<file path="config.mk">
export PLATFORM = sky130hd
export DESIGN_NAME = basemul_acc_sched_flat
export DESIGN_NICKNAME = d
export VERILOG_FILES = /design/src/rtl/basemul_acc_sched_if.sv /design/src/rtl/basemul_acc_sched.sv /design/src/flat_wrapper.sv
export SDC_FILE = /design/constraint.sdc
export NUM_CORES = 1
export LEC_CHECK = 0
export CORE_AREA = 2 2 69 87
export CTS_CLUSTER_SIZE = 20
export DETAILED_ROUTE_END_ITERATION = 8
export DIE_AREA = 0 0 71 89
export HOLD_SLACK_MARGIN = 0.06
export SKIP_LAST_GASP = 1
export SYNTH_ARGS = -nofsm -noshare
export SYNTH_HDL_FRONTEND = slang
export SYNTH_SLANG_ARGS = --single-unit
</file>
<file path="constraint.sdc">
create_clock -name clk -period 2.6 [get_ports clk]
set_clock_uncertainty 0.1 [all_clocks]
set_input_delay 0.52 -clock clk [delete_from_list [all_inputs] [get_ports clk]]
set_output_delay 0.52 -clock clk [all_outputs]
set_load 0.05 [all_outputs]
</file>
<file path="src/rtl/basemul_acc_sched_if.sv">
// Handshake bundle between row control, the basemul core/loader and the
// pointwise-product scheduler. master = controller/core side, slave = scheduler.
interface basemul_acc_sched_if;
    logic       start;
    logic       abort;
    logic [2:0] k_num;
    logic       ld_req;
    logic [1:0] ld_idx;
    logic       ld_ack;
    logic       cal_en;
    logic       core_done;
    logic       acc_first;
    logic       busy;
    logic       done;
    logic       err;

    modport master (
        output start, abort, k_num, ld_ack, core_done,
        input  ld_req, ld_idx, cal_en, acc_first, busy, done, err
    );

    modport slave (
        input  start, abort, k_num, ld_ack, core_done,
        output ld_req, ld_idx, cal_en, acc_first, busy, done, err
    );
endinterface

</file>
<file path="src/rtl/basemul_acc_sched.sv">
// Sequences load -> basemul/tomont -> accumulate over the K pairs of one
// polyvec row; every output is a flop loaded from the next-state decode.
module basemul_acc_sched #(
    parameter int KMAX    = 4,
    parameter int TO_W    = 10,
    parameter int TIMEOUT = 1000
) (
    input  logic               clk,
    input  logic               reset,
    basemul_acc_sched_if.slave bus
);

    typedef enum logic [2:0] {
        S_IDLE     = 3'd0,
        S_LOAD     = 3'd1,
        S_WAIT_LD  = 3'd2,
        S_CALC     = 3'd3,
        S_WAIT_CAL = 3'd4,
        S_NEXT     = 3'd5,
        S_FIN      = 3'd6,
        S_ERR      = 3'd7
    } state_t;

    localparam logic [TO_W-1:0] WDOG_LAST = TO_W'(TIMEOUT - 1);
    localparam logic [TO_W-1:0] WDOG_MAX  = {TO_W{1'b1}};
    localparam logic [TO_W-1:0] WDOG_ONE  = TO_W'(1);
    localparam logic [2:0]      K_MIN     = 3'd2;
    localparam logic [2:0]      K_MAX     = 3'(KMAX);

    state_t            state_r, state_s;
    logic [1:0]        idx_r, idx_s;
    logic [2:0]        k_r, k_s;
    logic [TO_W-1:0]   wdog_r, wdog_s;
    logic              err_r, err_s;
    logic              ld_req_r, cal_en_r, acc_first_r, busy_r, done_r;
    logic [1:0]        ld_idx_r;

    function automatic logic k_valid(input logic [2:0] k);
        return (k >= K_MIN) && (k <= K_MAX);
    endfunction

    // Saturating step so a long wait can never wrap back to zero.
    function automatic logic [TO_W-1:0] wdog_inc(input logic [TO_W-1:0] w);
        return (w == WDOG_MAX) ? w : (w + WDOG_ONE);
    endfunction

    function automatic logic in_row(input state_t s);
        return (s == S_LOAD) || (s == S_WAIT_LD) || (s == S_CALC) ||
               (s == S_WAIT_CAL) || (s == S_NEXT);
    endfunction

    // Next-state, index, watchdog and error-flag decode.
    always_comb begin
        state_s = state_r;
        idx_s   = idx_r;
        k_s     = k_r;
        wdog_s  = wdog_r;
        err_s   = err_r;
        if (bus.abort) begin
            state_s = S_IDLE;
            idx_s   = 2'd0;
            if (state_r == S_ERR) begin
                err_s = 1'b0;
            end else begin
                err_s = err_r;
            end
        end else begin
            case (state_r)
                S_IDLE, S_ERR: begin
                    if (bus.start) begin
                        if (k_valid(bus.k_num)) begin
                            state_s = S_LOAD;
                            k_s     = bus.k_num;
                            idx_s   = 2'd0;
                            err_s   = 1'b0;
                        end else begin
                            state_s = S_ERR;
                            err_s   = 1'b1;
                        end
                    end else begin
                        state_s = state_r;
                    end
                end
                S_LOAD: begin
                    state_s = S_WAIT_LD;
                    wdog_s  = {TO_W{1'b0}};
                end
                S_WAIT_LD: begin
                    if (bus.ld_ack) begin
                        state_s = S_CALC;
                    end else if (wdog_r == WDOG_LAST) begin
                        state_s = S_ERR;
                        err_s   = 1'b1;
                    end else begin
                        wdog_s = wdog_inc(wdog_r);
                    end
                end
                S_CALC: begin
                    state_s = S_WAIT_CAL;
                    wdog_s  = {TO_W{1'b0}};
                end
                S_WAIT_CAL: begin
                    if (bus.core_done) begin
                        state_s = S_NEXT;
                    end else if (wdog_r == WDOG_LAST) begin
                        state_s = S_ERR;
                        err_s   = 1'b1;
                    end else begin
                        wdog_s = wdog_inc(wdog_r);
                    end
                end
                S_NEXT: begin
                    if ({1'b0, idx_r} == (k_r - 3'd1)) begin
                        state_s = S_FIN;
                    end else begin
                        idx_s   = idx_r + 2'd1;
                        state_s = S_LOAD;
                    end
                end
                S_FIN: begin
                    state_s = S_IDLE;
                    idx_s   = 2'd0;
                end
                default: begin
                    state_s = S_IDLE;
                    idx_s   = 2'd0;
                end
            endcase
        end
    end

    // State registers plus output flops decoded from the upcoming state.
    always_ff @(posedge clk or posedge reset) begin
        if (reset) begin
            state_r     <= S_IDLE;
            idx_r       <= 2'd0;
            k_r         <= 3'd0;
            wdog_r      <= {TO_W{1'b0}};
            err_r       <= 1'b0;
            ld_req_r    <= 1'b0;
            cal_en_r    <= 1'b0;
            acc_first_r <= 1'b0;
            busy_r      <= 1'b0;
            done_r      <= 1'b0;
            ld_idx_r    <= 2'd0;
        end else begin
            state_r     <= state_s;
            idx_r       <= idx_s;
            k_r         <= k_s;
            wdog_r      <= wdog_s;
            err_r       <= err_s;
            ld_req_r    <= (state_s == S_LOAD);
            cal_en_r    <= (state_s == S_CALC);
            done_r      <= (state_s == S_FIN);
            busy_r      <= (state_s != S_IDLE) && (state_s != S_ERR);
            acc_first_r <= in_row(state_s) && (idx_s == 2'd0);
            ld_idx_r    <= idx_s;
        end
    end

    assign bus.ld_req    = ld_req_r;
    assign bus.ld_idx    = ld_idx_r;
    assign bus.cal_en    = cal_en_r;
    assign bus.acc_first = acc_first_r;
    assign bus.busy      = busy_r;
    assign bus.done      = done_r;
    assign bus.err       = err_r;

endmodule

</file>
<file path="src/flat_wrapper.sv">
// flat-port wrapper written by rule: the top's interface ports become plain ports
module basemul_acc_sched_flat 
#(
    parameter int KMAX    = 4,
    parameter int TO_W    = 10,
    parameter int TIMEOUT = 1000
)
  (clk, reset, bus_start, bus_abort, bus_k_num, bus_ld_ack, bus_core_done, bus_ld_req, bus_ld_idx, bus_cal_en, bus_acc_first, bus_busy, bus_done, bus_err);
  basemul_acc_sched_if bus_i ();
  input  logic clk;
  input  logic reset;
  input wire logic [$bits(bus_i.start)-1:0] bus_start;
  input wire logic [$bits(bus_i.abort)-1:0] bus_abort;
  input wire logic [$bits(bus_i.k_num)-1:0] bus_k_num;
  input wire logic [$bits(bus_i.ld_ack)-1:0] bus_ld_ack;
  input wire logic [$bits(bus_i.core_done)-1:0] bus_core_done;
  output wire logic [$bits(bus_i.ld_req)-1:0] bus_ld_req;
  output wire logic [$bits(bus_i.ld_idx)-1:0] bus_ld_idx;
  output wire logic [$bits(bus_i.cal_en)-1:0] bus_cal_en;
  output wire logic [$bits(bus_i.acc_first)-1:0] bus_acc_first;
  output wire logic [$bits(bus_i.busy)-1:0] bus_busy;
  output wire logic [$bits(bus_i.done)-1:0] bus_done;
  output wire logic [$bits(bus_i.err)-1:0] bus_err;
  assign bus_i.start = bus_start;
  assign bus_i.abort = bus_abort;
  assign bus_i.k_num = bus_k_num;
  assign bus_i.ld_ack = bus_ld_ack;
  assign bus_i.core_done = bus_core_done;
  assign bus_ld_req = bus_i.ld_req;
  assign bus_ld_idx = bus_i.ld_idx;
  assign bus_cal_en = bus_i.cal_en;
  assign bus_acc_first = bus_i.acc_first;
  assign bus_busy = bus_i.busy;
  assign bus_done = bus_i.done;
  assign bus_err = bus_i.err;
  basemul_acc_sched #(.KMAX(KMAX), .TO_W(TO_W), .TIMEOUT(TIMEOUT)) u_core (.clk(clk), .reset(reset), .bus(bus_i));
endmodule
</file>
# Word level (Yosys, flattened, before mapping)
# Index checks and enable logic that the tools add are counted.
dict set report word_totals {
  word_cells 82
  output_inout_bits 8
  input_bits 9
  register_bits 24
}
dict set report classes {
  n_bitwise 1
  addsub 3
  n_reduce_logical 17
  n_mux 26
  n_eq_ne 23
  n_lt_le_gt_ge 2
}
# cell n
set op_table {}
lappend op_table {{two-way mux 10 bit} 4}
lappend op_table {{case mux 10 bit (3 select lines)} 1}
lappend op_table {{equality test 3 bit (second input constant)} 7}
lappend op_table {{two-way mux 3 bit} 7}
lappend op_table {{case mux 3 bit (7 select lines)} 1}
lappend op_table {{equality test 10 bit (second input constant)} 2}
lappend op_table {{equality test 3 x 2 -> 1 bit (second input constant)} 4}
lappend op_table {{inequality test 3 bit (second input constant)} 4}
lappend op_table {{adder 10 x 1 -> 10 bit (second input constant)} 1}
lappend op_table {{two-way mux 2 bit} 4}
lappend op_table {{AND reduction 4 bit} 2}
lappend op_table {{two-way mux 1 bit} 7}
lappend op_table {{equality test 3 x 1 -> 1 bit (second input constant)} 2}
lappend op_table {{case mux 2 bit (3 select lines)} 1}
lappend op_table {{nonzero test 3 bit} 2}
lappend op_table {{AND reduction 5 bit} 1}
lappend op_table {{logical OR 1 bit} 4}
lappend op_table {{inequality test 2 bit (second input constant)} 2}
lappend op_table {{nonzero test 4 bit} 1}
lappend op_table {{OR reduction 2 bit} 2}
lappend op_table {{equality test 2 x 3 -> 1 bit} 1}
lappend op_table {{>= comparator 3 x 2 -> 1 bit (second input constant)} 1}
lappend op_table {{less-or-equal comparator 3 bit (second input constant)} 1}
lappend op_table {{logical AND 1 bit} 3}
lappend op_table {{other kinds (7)} 7}

# Longest topological paths before layout
dict set report logic_depth {
  depth_word 12
  depth_mapped 8
  mapped_depth_nobuf 8
}

# Worst setup path after synthesis
# OpenSTA, ideal clock, no wires.
dict set report synth_path {
  path_kind {reg-to-reg}
  from {reg u_core.wdog_r[0]}
  to {reg u_core.wdog_r[6]}
  period_less_slack_ps 2028
  path_stages_with_launch 8
  required_time_ps 2380
  arrival_ps 1808
  slack_ps 572
  path_buffers 1
  setup_ps 120
  cell_sequence {dfrtp_1 > ha_1 > and3_2 > a311oi_4 > and4_1 > buf_4 > a31oi_1 > a41o_1}
}
dict set report synth_between {
  elab_chain_len 5
  elab_cells_between_ends 8
  cone_classes {add/sub (1); eq/ne (2); mux (5)}
}
# item line
set synth_rtl {}
lappend synth_rtl {{from (decl)} basemul_acc_sched.sv:33} ;# logic [TO_W-1:0] wdog_r, wdog_s;
lappend synth_rtl {{from (signal assigned)} basemul_acc_sched.sv:138} ;# wdog_r <= {TO_W{1'b0}};
lappend synth_rtl {{from (signal assigned)} basemul_acc_sched.sv:150} ;# wdog_r <= wdog_s;
lappend synth_rtl {{adder 10 x 1 -> 10 bit / equality test 10 bit (equally long branches)} basemul_acc_sched.sv:44} ;# return (w == WDOG_MAX) ? w : (w + WDOG_ONE);
lappend synth_rtl {{two-way mux 10 bit} basemul_acc_sched.sv:44}
lappend synth_rtl {{two-way mux 10 bit (*)} {basemul_acc_sched.sv:91, basemul_acc_sched.sv:105}}
lappend synth_rtl {{two-way mux 10 bit, on equally long branches} {basemul_acc_sched.sv:103, basemul_acc_sched.sv:89}}
lappend synth_rtl {{case mux 10 bit (3 select lines) (*)} basemul_acc_sched.sv:68} ;# case (state_r)
# Every way passes the cells marked *; elsewhere a longest branch is shown, timed or not. The select of a mux whose other input is x is not followed.
# A chain may end at the register's enable or synchronous reset.

# Worst setup path in the final report
dict set report layout_path {
  from {reg u_core.k_r[0]}
  to {reg u_core.acc_first_r, in the netlist u_core.bus.acc_first}
}
dict set report layout_between {
  elab_chain_len 11
  elab_cells_between_ends 19
  cone_classes {add/sub (1); eq/ne (6); mux (6); reduce/logical (6)}
}
# item line
set layout_rtl {}
lappend layout_rtl {{from (decl)} basemul_acc_sched.sv:32} ;# logic [2:0] k_r, k_s;
lappend layout_rtl {{from (signal assigned)} basemul_acc_sched.sv:149} ;# k_r <= k_s;
lappend layout_rtl {{subtractor 3 x 1 -> 3 bit (*)} basemul_acc_sched.sv:113} ;# if ({1'b0, idx_r} == (k_r - 3'd1)) begin
lappend layout_rtl {{equality test 2 x 3 -> 1 bit (*)} basemul_acc_sched.sv:113}
lappend layout_rtl {{two-way mux 3 bit} basemul_acc_sched.sv:113}
lappend layout_rtl {{case mux 3 bit (7 select lines)} basemul_acc_sched.sv:68}
lappend layout_rtl {{two-way mux 3 bit} basemul_acc_sched.sv:59} ;# if (bus.abort) begin
lappend layout_rtl {{equality test 3 x 1 -> 1 bit / equality test 3 x 2 -> 1 bit (equally long branches)} basemul_acc_sched.sv:48} ;# return (s == S_LOAD) || (s == S_WAIT_LD) || (s == S_CALC) ||
lappend layout_rtl {{logical OR 1 bit (3 in series)} basemul_acc_sched.sv:48}
lappend layout_rtl {{logical OR 1 bit} basemul_acc_sched.sv:49} ;# (s == S_WAIT_CAL) || (s == S_NEXT);
lappend layout_rtl {{logical AND 1 bit (*)} basemul_acc_sched.sv:156} ;# acc_first_r <= in_row(state_s) && (idx_s == 2'd0);
lappend layout_rtl {{to (signal assigned)} basemul_acc_sched.sv:156}
lappend layout_rtl {{to (decl)} basemul_acc_sched.sv:35} ;# logic ld_req_r, cal_en_r, acc_first_r, busy_r, done_r;
# Every way passes the cells marked *; elsewhere a longest branch is shown, timed or not.

==> impl_summary.log <==
INFO  metric maxSlewHeadroom = 61.03%
INFO  metric setup_viol = 0
INFO  metric synth_xor_area_share = about 3.3%
INFO  metric largest_net_degree_at_the_start_of_global_routing = 25
INFO  metric synthFlopType = sky130_fd_sc_hd__dfrtp_1
INFO  metric timing.critical_path.fanout_max = 4
INFO  metric p_per_area = 1092 nW/µm²
INFO  metric synth_fp_nets = 186
INFO  metric post_synth_inst_count = 175
INFO  metric cap_viol_max_count = 0
INFO  metric synth-adder-area-share = 1.569%
INFO  metric synth_compound_gate_area_share = 22.82%
INFO  metric portBuffers = 16
INFO  metric tightestPinTransition = just under 0.6 ns
INFO  metric ff2ff_setup_slack = 0.37 ns
INFO  metric clk_pin_slew = 0.10 ns
INFO  metric ys_seq_elements = 24
INFO  metric cp-startpoint = u_core.k_r[0]
INFO  metric via_count_of_the_first_global_routing_pass = 1330
INFO  metric via_density = 5.424
INFO  metric count_of_synthesis_stage_warnings_from_yosys = 0
INFO  metric hold_viol_final = 0
INFO  metric synth.yosys.seq_area_share = 37.65%
INFO  metric syn_area = 1595 µm²
INFO  metric grt_first_pass_wirelength = 6161 µm
INFO  metric die_area = 6319 µm²
INFO  metric wl_per_cell = 14.13 µm
INFO  metric cts_inserted_buffers = 3
INFO  metric clock-sinks = 24
INFO  metric place_worst_setup_slack = 0.1628 ns
INFO  metric cts.root.buffer_cell = sky130_fd_sc_hd__clkbuf_8
INFO  metric worst_hold_startpoint = u_core.bus.err
INFO  metric drtAntennaViolNets = 0
INFO  metric crit_slowest_cell = sky130_fd_sc_hd__a311oi_1
INFO  metric vias = 1383
INFO  metric insertion_delay = 0.27 ns
INFO  metric max_freq = about 450 MHz
INFO  metric postPlaceCellArea = around 1800 µm²
INFO  metric drive_above_1_share = about a tenth
INFO  metric hold_depth = 1
INFO  metric path_cells = inv_1 > ha_1 > xor2_1 > a311oi_1 > a31oi_1 > and3_1 > a311oi_1
INFO  metric reg2reg_depth = 7
INFO  metric buffer_count_from_post_cts_setup_fixing = 0
INFO  metric rsz0062_at_grt = no
INFO  metric htree_levels = 1
INFO  metric post-dp-hpwl = about 2600 µm
INFO  metric run_status = finished clean
INFO  metric ys_types = 52
INFO  metric total_leakage_power = 0.7978 nW
INFO  metric cts_resized = 0
INFO  metric die_w = between 70 and 80 µm
INFO  metric reg2reg_to = u_core.bus.acc_first
INFO  metric fin_crit = 2.229 ns
INFO  metric hold_path_class = flip-flop to flip-flop
INFO  metric fin_tns_setup = 0 ns
INFO  metric setup.worst_path.start_class = flip-flop
INFO  metric dieHeight = around 89 µm
INFO  metric post-route-drc-count = 0
INFO  metric largest_family_of_logic_cells_by_synthesized_area = simple AND/OR/NAND/NOR gates
INFO  metric gp_routability_congestion = 0.8734
INFO  metric hold_ws = a little over 0.4 ns
INFO  metric cts_hold_buffers = 0
INFO  metric multi_input_area = 894.6 µm²
INFO  metric antenna_cells = 0
INFO  metric min_period_over_period = about 86%
INFO  metric cp.required = 2.68 ns
INFO  metric cell_seen_most_often_among_critical_path_stages = sky130_fd_sc_hd__a311oi_1
INFO  metric slew_viol_final = 0
INFO  metric crit_arrival = 2.31 ns
INFO  metric fin_total_pwr = 2.039 mW
INFO  metric whs_endpoint = u_core.bus.err
INFO  metric netlist.area_leader.share = 37.65%
INFO  metric drtPass1Iterations = 4
INFO  metric setup.worst_path.class = flip-flop to flip-flop
INFO  metric cts_tree = yes
INFO  metric antenna_found_initial = 0
INFO  metric grt_remaining_overflow = 0
INFO  metric synth.most_common_cell = sky130_fd_sc_hd__dfrtp_1
INFO  metric rr_startpoint = u_core.k_r[0]
INFO  metric syn_to_final_growth = 17.02%
INFO  metric setup_slack = 0.3714 ns
INFO  metric synth_simple_gate_area_share = 25.65%
INFO  metric gr-usage-all-layers = 12.28%
INFO  metric regArea = 600.6 µm²
INFO  metric filler_cell_count = 564
INFO  metric finalWirelength = between 3000 and 4000 µm
INFO  metric syn_avg_cell_area = 9.116 µm²
INFO  metric rows = 30
INFO  metric cts_buffer_depth = 2
INFO  metric vdd.ir_drop.worst = roughly 0.31 mV
INFO  metric post-route-cell-area = 1867 µm²
INFO  metric synthTopCellsByArea = sky130_fd_sc_hd__dfrtp_1, sky130_fd_sc_hd__a21oi_1, sky130_fd_sc_hd__nand2_1
INFO  metric worst_path_largest_cell_delay = roughly 0.50 ns
INFO  metric synth_edf_count = 0
INFO  metric synth.largest_area_cell = sky130_fd_sc_hd__dfrtp_1
INFO  metric synth_commonest_cells = sky130_fd_sc_hd__dfrtp_1, sky130_fd_sc_hd__nand2_1, sky130_fd_sc_hd__nor2_1, sky130_fd_sc_hd__a21oi_1, sky130_fd_sc_hd__inv_1
INFO  metric coreArea = between 5000 and 6000 µm²
INFO  metric layout.nets = roughly 200
INFO  metric post_synth_mux_area_share = under 10%
INFO  metric floorplan.initialDensity = 29.31%
INFO  metric top_level_port_count = 17
INFO  metric initialDrtViolationCount = 72
INFO  metric async_flop_share = 100.0%
INFO  metric critical_path.endpoint_type = flip-flop
## routing by layer
layer	share of wire, %	vias up	global-route usage [%]
met2	51	24	22.34
met1	46	680	14.91
met5	0	-	0
met3	2.5	2	1.804
met4	0.80	0	4.117
li1	-	677	-
## power by group
group	internal [mW]	switching (mW)	total, mW
combinational	0.432	0.612	1.04
sequential	0.483	0.175	0.658
clock	0.206	0.132	0.338
## cell type report
| cell class | count | area share (%) |
|---|---|---|
| sequential | 24 | 32.17 |
| clock inverter | 1 | 1.609 |
| tap | 64 | 4.290 |
| inverter | 10 | 2.011 |
| clock buffer | 3 | 2.212 |
| timing repair buffer | 19 | 9.786 |
| multi-input combinational | 134 | 47.92 |
## sequential cells by signal, indices dropped and copies added (netlist names)
signal / cells
u_core.bus.err: 1
u_core.bus.cal_en: 1
u_core.bus.ld_req: 1
u_core.k_r: 3
u_core.wdog_r: 10
u_core.bus.busy: 1
u_core.state_r: 3
u_core.idx_r: 2
u_core.bus.acc_first: 1
u_core.bus.done: 1
## critical path: cells and delay by family (launching register included)
family	cells	cell delay, ns
flops	1	0.40
buf+inv	1	0.06
compound gates	3	0.86
fa+ha+maj	1	0.30
simple gates	1	0.22
xor+xnor	1	0.19
## per-stage QoR
| stage | cells | util [%] |
|---|---|---|
| floorplan | 175 | - |
| global placement | 251 | 32.99 |
| detailed placement | 251 | 32.99 |
| CTS | 255 | 34.30 |
| global route | 255 | 34.30 |
| finish | 255 | 34.30 |
## cell families after synthesis
kind of cell,Yosys count
flip-flops,24
buffers and inverters,17
AO/OA/AOI/OAI,48
multiplexers,4
adder cells (fa/ha/maj),2
AND/OR/NAND/NOR,74
XOR/XNOR,6
## how the worst max path moves through the flow
stage                                 endpoint  slack, ns
after floorplan               u_core.wdog_r[6]       0.57
after global placement    u_core.bus.acc_first       0.22
after detailed placement  u_core.bus.acc_first       0.16
after CTS                 u_core.bus.acc_first       0.36
after global routing      u_core.bus.acc_first       0.21
final                     u_core.bus.acc_first       0.37
## cells in the final DEF, fill, tap and decap left out, drive strengths merged, types with 3 or more instances in the layout
cell	count
clkdlybuf4s50	16
nor2	17
and3	4
buf	3
inv	10
a31oi	6
a311oi	4
clkbuf	3
nand3b	3
nand3	9
mux2	3
o21ai	7
xnor2	4
dfrtp	24
nand2	18
nand4	3
a41o	4
and4	4
nor2b	3
a21oi	14
No activity file was read; power rests on OpenSTA's default activity.
